==> src/rtl/demux_deser16_if.sv <==
// Bundles the serial-input and word-output handshakes of demux_deser16.
// The slave modport is the collector side; the master modport drives bits and consumes words.
interface demux_deser16_if;
    logic        D;
    logic        D_valid;
    logic        D_ready;
    logic        sync;
    logic [3:0]  S;
    logic [15:0] Y;
    logic        Y_valid;
    logic        Y_ready;
    logic        frame_err;

    modport master (
        output D, D_valid, sync, Y_ready,
        input  D_ready, S, Y, Y_valid, frame_err
    );

    modport slave (
        input  D, D_valid, sync, Y_ready,
        output D_ready, S, Y, Y_valid, frame_err
    );
endinterface

==> src/rtl/demux_deser16.sv <==
// Serial-to-parallel 1:16 collector: LSB-first bits are steered into slot S of a shadow
// register and each completed word is offered on Y with a valid/ready handshake.
module demux_deser16 (
    input  logic            clk,
    input  logic            rst,
    demux_deser16_if.slave  bus
);

    typedef enum logic [1:0] {EMPTY, COLLECT, FULL} state_t;

    state_t      state;
    state_t      state_next;
    logic [3:0]  slot;
    logic [14:0] shadow;
    logic [15:0] word;
    logic        err;

    // ---- state register ----
    always_ff @(posedge clk or posedge rst) begin
        if (rst) begin
            state <= EMPTY;
        end else begin
            state <= state_next;
        end
    end

    always_comb begin
        state_next = state;
        unique case (state)
            EMPTY: begin
                if (bus.D_valid) state_next = COLLECT;
            end
            COLLECT: begin
                if (bus.sync) begin
                    state_next = bus.D_valid ? COLLECT : EMPTY;
                end else if (bus.D_valid && slot == 4'd15) begin
                    state_next = FULL;
                end
            end
            FULL: begin
                if (bus.Y_ready) state_next = EMPTY;
            end
            default: state_next = EMPTY;
        endcase
    end

    // ---- slot index, shadow collection, word and abort flag ----
    // The bit arriving at slot 15 goes straight into Y, so the shadow only needs 15 slots.
    always_ff @(posedge clk or posedge rst) begin
        if (rst) begin
            slot   <= 4'd0;
            shadow <= 15'd0;
            word   <= 16'd0;
            err    <= 1'b0;
        end else begin
            err <= 1'b0;
            if (state != FULL) begin
                if (bus.sync) begin
                    // A coincident bit starts the new frame as bit 0.
                    err <= (state == COLLECT) && (slot != 4'd0);
                    if (bus.D_valid) begin
                        shadow <= {14'd0, bus.D};
                        slot   <= 4'd1;
                    end else begin
                        shadow <= 15'd0;
                        slot   <= 4'd0;
                    end
                end else if (bus.D_valid) begin
                    if (slot == 4'd15) begin
                        word <= {bus.D, shadow};
                    end else begin
                        shadow[slot] <= bus.D;
                    end
                    slot <= slot + 4'd1;
                end
            end
        end
    end

    assign bus.D_ready   = (state != FULL);
    assign bus.Y_valid   = (state == FULL);
    assign bus.S         = slot;
    assign bus.Y         = word;
    assign bus.frame_err = err;

endmodule

==> src/flat_wrapper.sv <==
// flat-port wrapper written by rule: the top's interface ports become plain ports
module demux_deser16_flat 
  (clk, rst, bus_D, bus_D_valid, bus_sync, bus_Y_ready, bus_D_ready, bus_S, bus_Y, bus_Y_valid, bus_frame_err);
  demux_deser16_if bus_i ();
  input  logic clk;
  input  logic rst;
  input wire logic [$bits(bus_i.D)-1:0] bus_D;
  input wire logic [$bits(bus_i.D_valid)-1:0] bus_D_valid;
  input wire logic [$bits(bus_i.sync)-1:0] bus_sync;
  input wire logic [$bits(bus_i.Y_ready)-1:0] bus_Y_ready;
  output wire logic [$bits(bus_i.D_ready)-1:0] bus_D_ready;
  output wire logic [$bits(bus_i.S)-1:0] bus_S;
  output wire logic [$bits(bus_i.Y)-1:0] bus_Y;
  output wire logic [$bits(bus_i.Y_valid)-1:0] bus_Y_valid;
  output wire logic [$bits(bus_i.frame_err)-1:0] bus_frame_err;
  assign bus_i.D = bus_D;
  assign bus_i.D_valid = bus_D_valid;
  assign bus_i.sync = bus_sync;
  assign bus_i.Y_ready = bus_Y_ready;
  assign bus_D_ready = bus_i.D_ready;
  assign bus_S = bus_i.S;
  assign bus_Y = bus_i.Y;
  assign bus_Y_valid = bus_i.Y_valid;
  assign bus_frame_err = bus_i.frame_err;
  demux_deser16 u_core (.clk(clk), .rst(rst), .bus(bus_i));
endmodule
==> config.mk <==
export PLATFORM = sky130hd
export DESIGN_NAME = demux_deser16_flat
export DESIGN_NICKNAME = d
export VERILOG_FILES = /design/src/rtl/demux_deser16_if.sv /design/src/rtl/demux_deser16.sv /design/src/flat_wrapper.sv
export SDC_FILE = /design/constraint.sdc
export NUM_CORES = 1
export LEC_CHECK = 0
export CAP_MARGIN = 20
export CELL_PAD_IN_SITES_DETAIL_PLACEMENT = 0
export CELL_PAD_IN_SITES_GLOBAL_PLACEMENT = 2
export CORE_AREA = 2 2 67 75
export CTS_CLUSTER_SIZE = 16
export DETAILED_ROUTE_END_ITERATION = 12
export DIE_AREA = 0 0 69 77
export DONT_BUFFER_PORTS = 1
export PLACE_DENSITY = 0.85
export SYNTH_ARGS = -nofsm -noshare
export SYNTH_HDL_FRONTEND = slang
export SYNTH_SLANG_ARGS = --single-unit
==> constraint.sdc <==
create_clock -name clk -period 3.7 [get_ports clk]
set_clock_uncertainty 0.2 [all_clocks]
set_input_delay 0.37 -clock clk [delete_from_list [all_inputs] [get_ports clk]]
set_output_delay 0.37 -clock clk [all_outputs]
set_load 0.01 [all_outputs]
==> implementation parameters, run 1 <==
Parameter                              Value

Critical path
  Critical Path Fanout Max    16
  Worst path required time    3680 ps
  Worst path arrival time    2190 ps
  Path type of the worst setup path    flop to flop
  Kind of capture point of the worst setup path    flop
  Worst Setup Start Kind    flop

Clock network
  Maximum level of the CTS H-tree    2
  Clock tree from TritonCTS    yes
  Library cell used as clock root buffer    sky130_fd_sc_hd__clkbuf_8
  Clock tree sinks    38
  Clock-pin slew on the worst setup and hold paths    70 ps
  Worst skew pair latency    roughly 290 ps
  Bufs on Longest Clock Path    2
  Total CTS buffers    5

Die
  Die Outline Area    5313 um^2
  Y dimension of the die    77 um
  Number of core rows    26
  Starting Density    between 40% and 50%
  Area of the core    4554 um^2
  DIE WIDTH    roughly 69 um
  I/O Pins    29

Drt
  DRT met1 WL    between 1500 and 2000 um
  Total length of routed met3 wires    ~180 um
  WL met2    1840 um
  Number of search-and-repair iterations in the first detailed-routing pass    4
  Routed len/inst    ~16 um
  Post-detailed-route count of antenna-violating nets    0
  Via-per-instance ratio    ~5.4
  First DRT Iteration DRCs    66
  Total via count after detailed routing    1244
  Top metal layer carrying routed signals    met4
  Wirelength, routed    3709 um
  Number of DRC violations after detailed routing    0

Place
  RePlAce Congestion    0.7314
  Post-DP HPWL    2566 um
  Port Buffers    0

Finish
  Ant. Diodes    0
  Relative area change from synthesis to final layout    7.078%
  Final-stage net count    182
  Layout cells sized above 1    19.65%

Global route
  Number of global-route vias before repair    1319
  Initial antenna violation count    0
  Global-route wire length before repair    around 6600 um
  Overflow left after global routing    0
  Overall global routing resource usage    between 10% and 20%
  Maximum number of pins on one net before global-route repair    31

Timing
  Minimum clock period after layout    2216 ps
  Endpoints failing setup    0
  Share of the cycle needed by the critical path after routing    59.88%
  Number of max-slew violations in the final report    0
  Tightest Pin Transition    946.9 ps
  Worst slew margin relative to its limit    36.60%
  Unrepaired setup endpoints after global routing    false
  Maximum clock frequency    roughly 450 MHz
  Setup TNS    0 ps
  Count of final hold-check violations    0

Synthesis
  Number of warnings reported in the yosys synthesis log    0
  Net count after synthesis    roughly 180
  Number of standard cells after synthesis    172
  Post-Syn Area    1927 um^2
  Flops & latches, synth    38
  Post-synthesis cell type count    38
  Synthesized area divided by synthesized cell count    about 11 um^2
  Share of the yosys chip area belonging to registers    between 40 and 50%

Power and ir drop
  Total power of the final layout    between 700 and 800 uW
  Worst IR drop on VDD    195.0 uV
  Power per standard cell area    380.1 nW/um^2
  Leakage power figure    1.004 nW

Outcome
  Run status    finished, final reports clean

Run
  Reported max-cap violation count    0

Min path
  Class of the most critical hold timing path    input pin to flop
## state kept, by name, indices dropped and copies added, names as in the netlist
register and cells:
u_core.shadow 15, u_core.state 2, u_core.bus.S 4, u_core.bus.Y 16
u_core.bus.frame_err 1
## power breakdown
| group | internal, mW | switching (mW) | total [mW] | leakage, nW |
|---|---|---|---|---|
| Clock | 0.150 | 0.142 | 0.292 | 0.0482 |
| Combinational | 0.0237 | 0.0365 | 0.0602 | 0.433 |
| Sequential | 0.422 | 0.00967 | 0.432 | 0.523 |
| Total | 0.596 | 0.188 | 0.784 | 1.00 |
## stage by stage
stage / area (um^2) / worst slack, ps / hold WS, ps / utilization (%) / cells
after floorplan: 1927 / 1827 / 250.3 / - / 172
after global placement: 1914 / 1575 / 258.0 / 42.03 / 217
after global routing: 2063 / 1254 / 16.94 / 45.30 / 229
after detailed placement: 1914 / 1495 / 265.5 / 42.03 / 217
after CTS: 2026 / 1462 / 12.27 / 44.48 / 227
final: 2063 / 1484 / 19.13 / 45.30 / 229
## layout by cell type (no fill, tap or decap), types with 3 or more instances in the layout
master	n
sky130_fd_sc_hd__inv_1	3
sky130_fd_sc_hd__clkbuf_8	6
sky130_fd_sc_hd__o21ai_0	21
sky130_fd_sc_hd__dfrtp_1	38
sky130_fd_sc_hd__mux2_4	10
sky130_fd_sc_hd__dlygate4sd3_1	3
sky130_fd_sc_hd__a31oi_1	3
sky130_fd_sc_hd__nand2_1	32
sky130_fd_sc_hd__mux2_2	6
sky130_fd_sc_hd__ha_1	4
sky130_fd_sc_hd__a21oi_1	12
sky130_fd_sc_hd__nor2_1	3
## per-layer routing
layer / vias to the layer above / GRT usage, %
li1: 599 / -
met1: 608 / 20.46
met2: 31 / 24.90
met3: 6 / 4.599
met4: 0 / 5.294
met5: - / 0
## path summary, 6_finish.rpt
check / from / to / slack, ps / cells past startpoint
worst min-delay path: bus_D_valid / u_core.bus.S[2]$_DFFE_PP0P_ / 20 / 2
worst min register to register: u_core.state[1]$_DFFE_PP0P_ / u_core.state[0]$_DFFE_PP0P_ / 290 / 1
worst max register to register: u_core.bus.S[0]$_DFFE_PP0P_ / u_core.bus.Y[9]$_DFFE_PP0P_ / 1480 / 4
max in group asynchronous: rst / u_core.shadow[3]$_DFFE_PP0P_ / 2480 / 4
min in group asynchronous: rst / u_core.bus.Y[14]$_DFFE_PP0P_ / 220 / 2
worst max-delay path: u_core.bus.S[0]$_DFFE_PP0P_ / u_core.bus.Y[9]$_DFFE_PP0P_ / 1480 / 4
## synthesized netlist by cell type (all sizes together)
master,number,area (um^2)
o22ai,1,6.260
nor4b,3,62.56
dfrtp,38,950.9
nor2b,2,12.51
o211ai,2,15.01
a31oi,3,18.77
buf,9,77.57
clkbuf,3,12.51
o21ai,21,105.1
a21oi,12,60.06
nand3b,1,7.510
and2b,2,15.01
nor2,4,31.28
o2bb2ai,1,8.760
ha,4,50.05
mux2i,1,10.01
nand2,33,131.4
inv,4,15.01
nand4,2,27.53
nand4b,1,8.760
mux2,16,217.7
nor4,1,21.27
nor3b,1,7.510
nor3,2,10.01
o22a,1,8.760
nand2b,2,20.02
o31ai,2,15.01
## layout make-up
type / instances / area (um^2)
Fill cell: 451 / 2491
Clock inverter: 1 / 5.005
Inverter: 4 / 15.01
Multi-Input combinational cell: 118 / 870.8
Timing Repair Buffer: 5 / 65.06
Clock buffer: 7 / 86.33
Sequential cell: 38 / 950.9
Tap cell: 56 / 70.07
## worst max-delay path, stage by stage, from the launching register on
cell and delay, ps:
sky130_fd_sc_hd__dfrtp_1 490, sky130_fd_sc_hd__ha_1 480, sky130_fd_sc_hd__nand4_4 200, sky130_fd_sc_hd__nor2_8 350, sky130_fd_sc_hd__mux2_2 380
## timing repair
| item | CTS | global route |
|---|---|---|
| buffers inserted | 0 | 0 |
| hold endpoints to repair | 3 | 26 |
| gates resized for setup | 0 | 0 |
| hold buffers | 2 | 1 |
## kinds of logic after synthesis
logic type / after synthesis / synth area share (%)
flip-flops: 38 / 49.35
AND/OR/NAND/NOR: 54 / 18.44
AO/OA/AOI/OAI: 43 / 12.34
adder cells (fa/ha/maj): 4 / 2.598
multiplexers: 17 / 11.82
buffers and inverters: 16 / 5.454
Power figures use the tool's default switching activity.
==> run 2, diff against run 1 <==
--- a/config.mk
+++ b/config.mk
@@ -8,12 +8,12 @@
 export CAP_MARGIN = 20
 export CELL_PAD_IN_SITES_DETAIL_PLACEMENT = 0
 export CELL_PAD_IN_SITES_GLOBAL_PLACEMENT = 2
-export CORE_AREA = 2 2 67 75
+export CORE_AREA = 2 2 69 77
 export CTS_CLUSTER_SIZE = 16
 export DETAILED_ROUTE_END_ITERATION = 12
-export DIE_AREA = 0 0 69 77
+export DIE_AREA = 0 0 71 79
 export DONT_BUFFER_PORTS = 1
-export PLACE_DENSITY = 0.85
+export PLACE_DENSITY = 0.82
 export SYNTH_ARGS = -nofsm -noshare
 export SYNTH_HDL_FRONTEND = slang
 export SYNTH_SLANG_ARGS = --single-unit
==> constraint.sdc (replaced) <==
create_clock -name clk -period 2.2 [get_ports clk]
set_clock_uncertainty 0.2 [all_clocks]
set_input_delay 0.22 -clock clk [delete_from_list [all_inputs] [get_ports clk]]
set_output_delay 0.22 -clock clk [all_outputs]
set_load 0.01 [all_outputs]
==> run 2 against run 1 <==
  * Worst setup slack lost 1400 ps
  * Combinational power grew 100%
  * Largest power group unchanged
  * Core utilization shrank 0.91 points
  * Critical endpoint is now u_core.bus.S[2]$_DFFE_PP0P_
  * First-iteration DRC count shrank 21%
  * Non-clock buffer count grew 13
  * Via count grew 2.9%
  * Die area grew 5.6%
  * Routed wire length grew 2.5%
==> implementation parameters, run 2 (synthesized netlist as in run 1, its figures left out) <==
Parameter                              Value

Die
  I/O Pins    29 (unchanged)
  Die Outline Area    5609 um^2 (+5.6%)
  Area of the core    4898 um^2 (+7.6%)
  Number of core rows    27 (+3.8%)
  Starting Density    39.34% (-3.0 points)
  Y dimension of the die    79 um (+2.6%)
  DIE WIDTH    71 um (+2.9%)

Finish
  Flip-flop count of the largest register, all copies and words added    16 (unchanged)
  Ant. Diodes    0 (unchanged)
  Relative area change from synthesis to final layout    12.86%
  Most common library cell in the layout ignoring fill and taps    sky130_fd_sc_hd__dfrtp_1
  Leading cell types in the layout, fill and taps excluded    sky130_fd_sc_hd__dfrtp_1, sky130_fd_sc_hd__nand2_1, sky130_fd_sc_hd__o21ai_0
  Layout cells sized above 1    22.04% (+2.4 points)
  Post-route cell area    2175 um^2 (+5.4%)
  Final-stage net count    195 (+7.1%)

Clock network
  Clock tree from TritonCTS    yes
  Maximum level of the CTS H-tree    2 (unchanged)
  Clock-pin slew on the worst setup and hold paths    80 ps (about the same)
  Bufs on Longest Clock Path    2 (unchanged)
  Worst skew pair latency    290 ps (about the same)
  Total CTS buffers    5 (unchanged)
  Library cell used as clock root buffer    sky130_fd_sc_hd__clkbuf_8
  Clock tree sinks    38 (unchanged)

Critical path
  Worst path arrival time    2050 ps (-140 ps)
  Count of buffer and inverter cells on the critical path    3 (+3)
  Critical Path Fanout Max    9 (-7)
  Start point of the critical path    u_core.state[0]$_DFFE_PP0P_
  Logic depth of the worst register-to-register path    6 (+2)
  Delay of the slowest critical-path stage    550 ps (+60 ps)
  Path type of the worst setup path    flop to flop
  Critical path's top delay family    buffers and inverters
  R2R Path Start    u_core.state[0]$_DFFE_PP0P_
  Path length in cells of the critical path    6 (+2)
  Reg-to-reg slack, setup    130 ps (-1350 ps)
  Library cell contributing the largest single delay on the critical path    sky130_fd_sc_hd__dlygate4sd3_1
  Worst path required time    2180 ps (-1500 ps)
  Kind of capture point of the worst setup path    flop
  Worst Setup Start Kind    flop
  Cell chain of the critical path    nand2b_1 -> buf_4 -> inv_4 -> o21ai_0 -> o31ai_1 -> dlygate4sd3_1

Place
  Total cell area at the placement stage    1954 um^2 (+2.1%)
  Post-DP HPWL    2510 um (-2.2%)
  Port Buffers    0 (unchanged)
  RePlAce Congestion    0.7544 (+3.1%)
  Pre-CTS worst setup slack    212.1 ps (-1283 ps)

Global route
  Global-route wire length before repair    6313 um (-5.0%)
  Initial antenna violation count    0 (unchanged)
  Overall global routing resource usage    14.51% (-1.2 points)
  Maximum number of pins on one net before global-route repair    39 (+26%)
  Number of global-route vias before repair    1297 (-1.7%)
  Overflow left after global routing    0 (unchanged)

Timing
  Count of final hold-check violations    0 (unchanged)
  Worst slew margin relative to its limit    38.49% (+1.9 points)
  Number of max-slew violations in the final report    0 (unchanged)
  Unrepaired setup endpoints after global routing    false
  Smallest setup slack after layout    130.1 ps (-1354 ps)
  Tightest Pin Transition    919.6 ps (-27.21 ps)
  Share of the cycle needed by the critical path after routing    94.09% (+34 points)
  Setup TNS    0 ps (unchanged)
  Maximum clock frequency    483.1 MHz (+7.0%)
  Minimum clock period after layout    2070 ps (-145.9 ps)
  Endpoints failing setup    0 (unchanged)

Power and ir drop
  Leakage power figure    1.063 nW (+5.9%)
  Worst IR drop on VDD    277.1 uV (+42%)
  Power per standard cell area    615.5 nW/um^2 (+62%)

Outcome
  Run status    finished, final reports clean

Drt
  Number of search-and-repair iterations in the first detailed-routing pass    4 (unchanged)
  Total via count after detailed routing    1280 (+2.9%)
  Wirelength, routed    3803 um (+2.5%)
  Post-detailed-route count of antenna-violating nets    0 (unchanged)
  Routed len/inst    15.59 um (-3.8%)
  First DRT Iteration DRCs    52 (-21%)
  Number of DRC violations after detailed routing    0 (unchanged)
  Via-per-instance ratio    5.246 (-3.4%)

Min path
  Hold_sp    bus_sync
  Class of the most critical hold timing path    input pin to flop
  Hold Crit Depth    3 (+1)

Run
  Reported max-cap violation count    0 (unchanged)
## run 2: cell types whose count changed in the layout (fill, tap and decap cells not counted), sizes merged
cell          before  now
buf                2    6
dlygate4sd3        3   11
dlymetal6s4s       0    1
## run 2: through the flow
stage | instances | total power [mW] | hold slack (ps) | utilization [%]
floorplan | 172 | 0.8207 | 102.5 | -
global placement | 224 | 0.8345 | 45.45 | 39.90
detailed placement | 224 | 0.8374 | 60.22 | 39.90
CTS | 244 | 1.356 | 4.007 | 44.21
global route | 244 | 1.399 | 26.28 | 44.39
finish | 244 | 1.338 | 10.06 | 44.39
## run 2: final cells by class
class                      count  area (um^2)
fill                         454         2724
sequential                    38        954.7
multi-input combinational    118        870.8
timing repair buffer          18        167.7
clock buffer                   7        86.33
tap                           58        72.57
inverter                       4        17.52
clock inverter                 1        5.005
## run 2: what timing repair did
item,4_1_cts,5_1_grt
setup buffers,0,0
hold buffers,12,0
endpoints found under the hold margin,61,0
setup endpoints to repair,0,3
resized for setup,0,6
## run 2: final timing paths
path,to
max,u_core.bus.S[2]$_DFFE_PP0P_
min,u_core.shadow[0]$_DFFE_PP0P_
max reg2reg,u_core.bus.S[2]$_DFFE_PP0P_
min reg2reg,u_core.state[0]$_DFFE_PP0P_
max in group asynchronous,u_core.bus.S[2]$_DFFE_PP0P_
min in group asynchronous,u_core.bus.Y[10]$_DFFE_PP0P_
## run 2: worst reg2reg max path, delay by kind of cell, from the launching register on
kind | cells | cell delay (ps)
buffers and inverters | 3 | 870
DFF | 1 | 380
AOI/OAI and AO/OA | 2 | 270
and+or+nand+nor | 1 | 250
## run 2: power by group
group	switching, mW	total [mW]	internal, mW	leakage, nW
clock	0.236	0.489	0.253	0.0482
sequential	0.0151	0.726	0.711	0.518
combinational	0.0745	0.123	0.0488	0.497
total	0.326	1.34	1.01	1.06
## run 2: layer usage
| metal | vias to the layer above | part of all wire, % | wire (um) | global-route usage (%) |
|---|---|---|---|---|
| met1 | 623 | 44 | 1677 | 17.83 |
| met3 | 7 | 5.4 | 207 | 5.203 |
| li1 | 625 | - | - | - |
| met4 | 0 | 1.4 | 53 | 4.717 |
| met5 | - | 0 | 0 | 0 |
| met2 | 25 | 49 | 1864 | 23.74 |
==> run 3, diff against run 2 <==
--- a/config.mk
+++ b/config.mk
@@ -5,7 +5,6 @@
 export SDC_FILE = /design/constraint.sdc
 export NUM_CORES = 1
 export LEC_CHECK = 0
-export CAP_MARGIN = 20
 export CELL_PAD_IN_SITES_DETAIL_PLACEMENT = 0
 export CELL_PAD_IN_SITES_GLOBAL_PLACEMENT = 2
 export CORE_AREA = 2 2 69 77
==> results of run 3 <==
Final layout, timing and power as in run 2 (identical DEF).
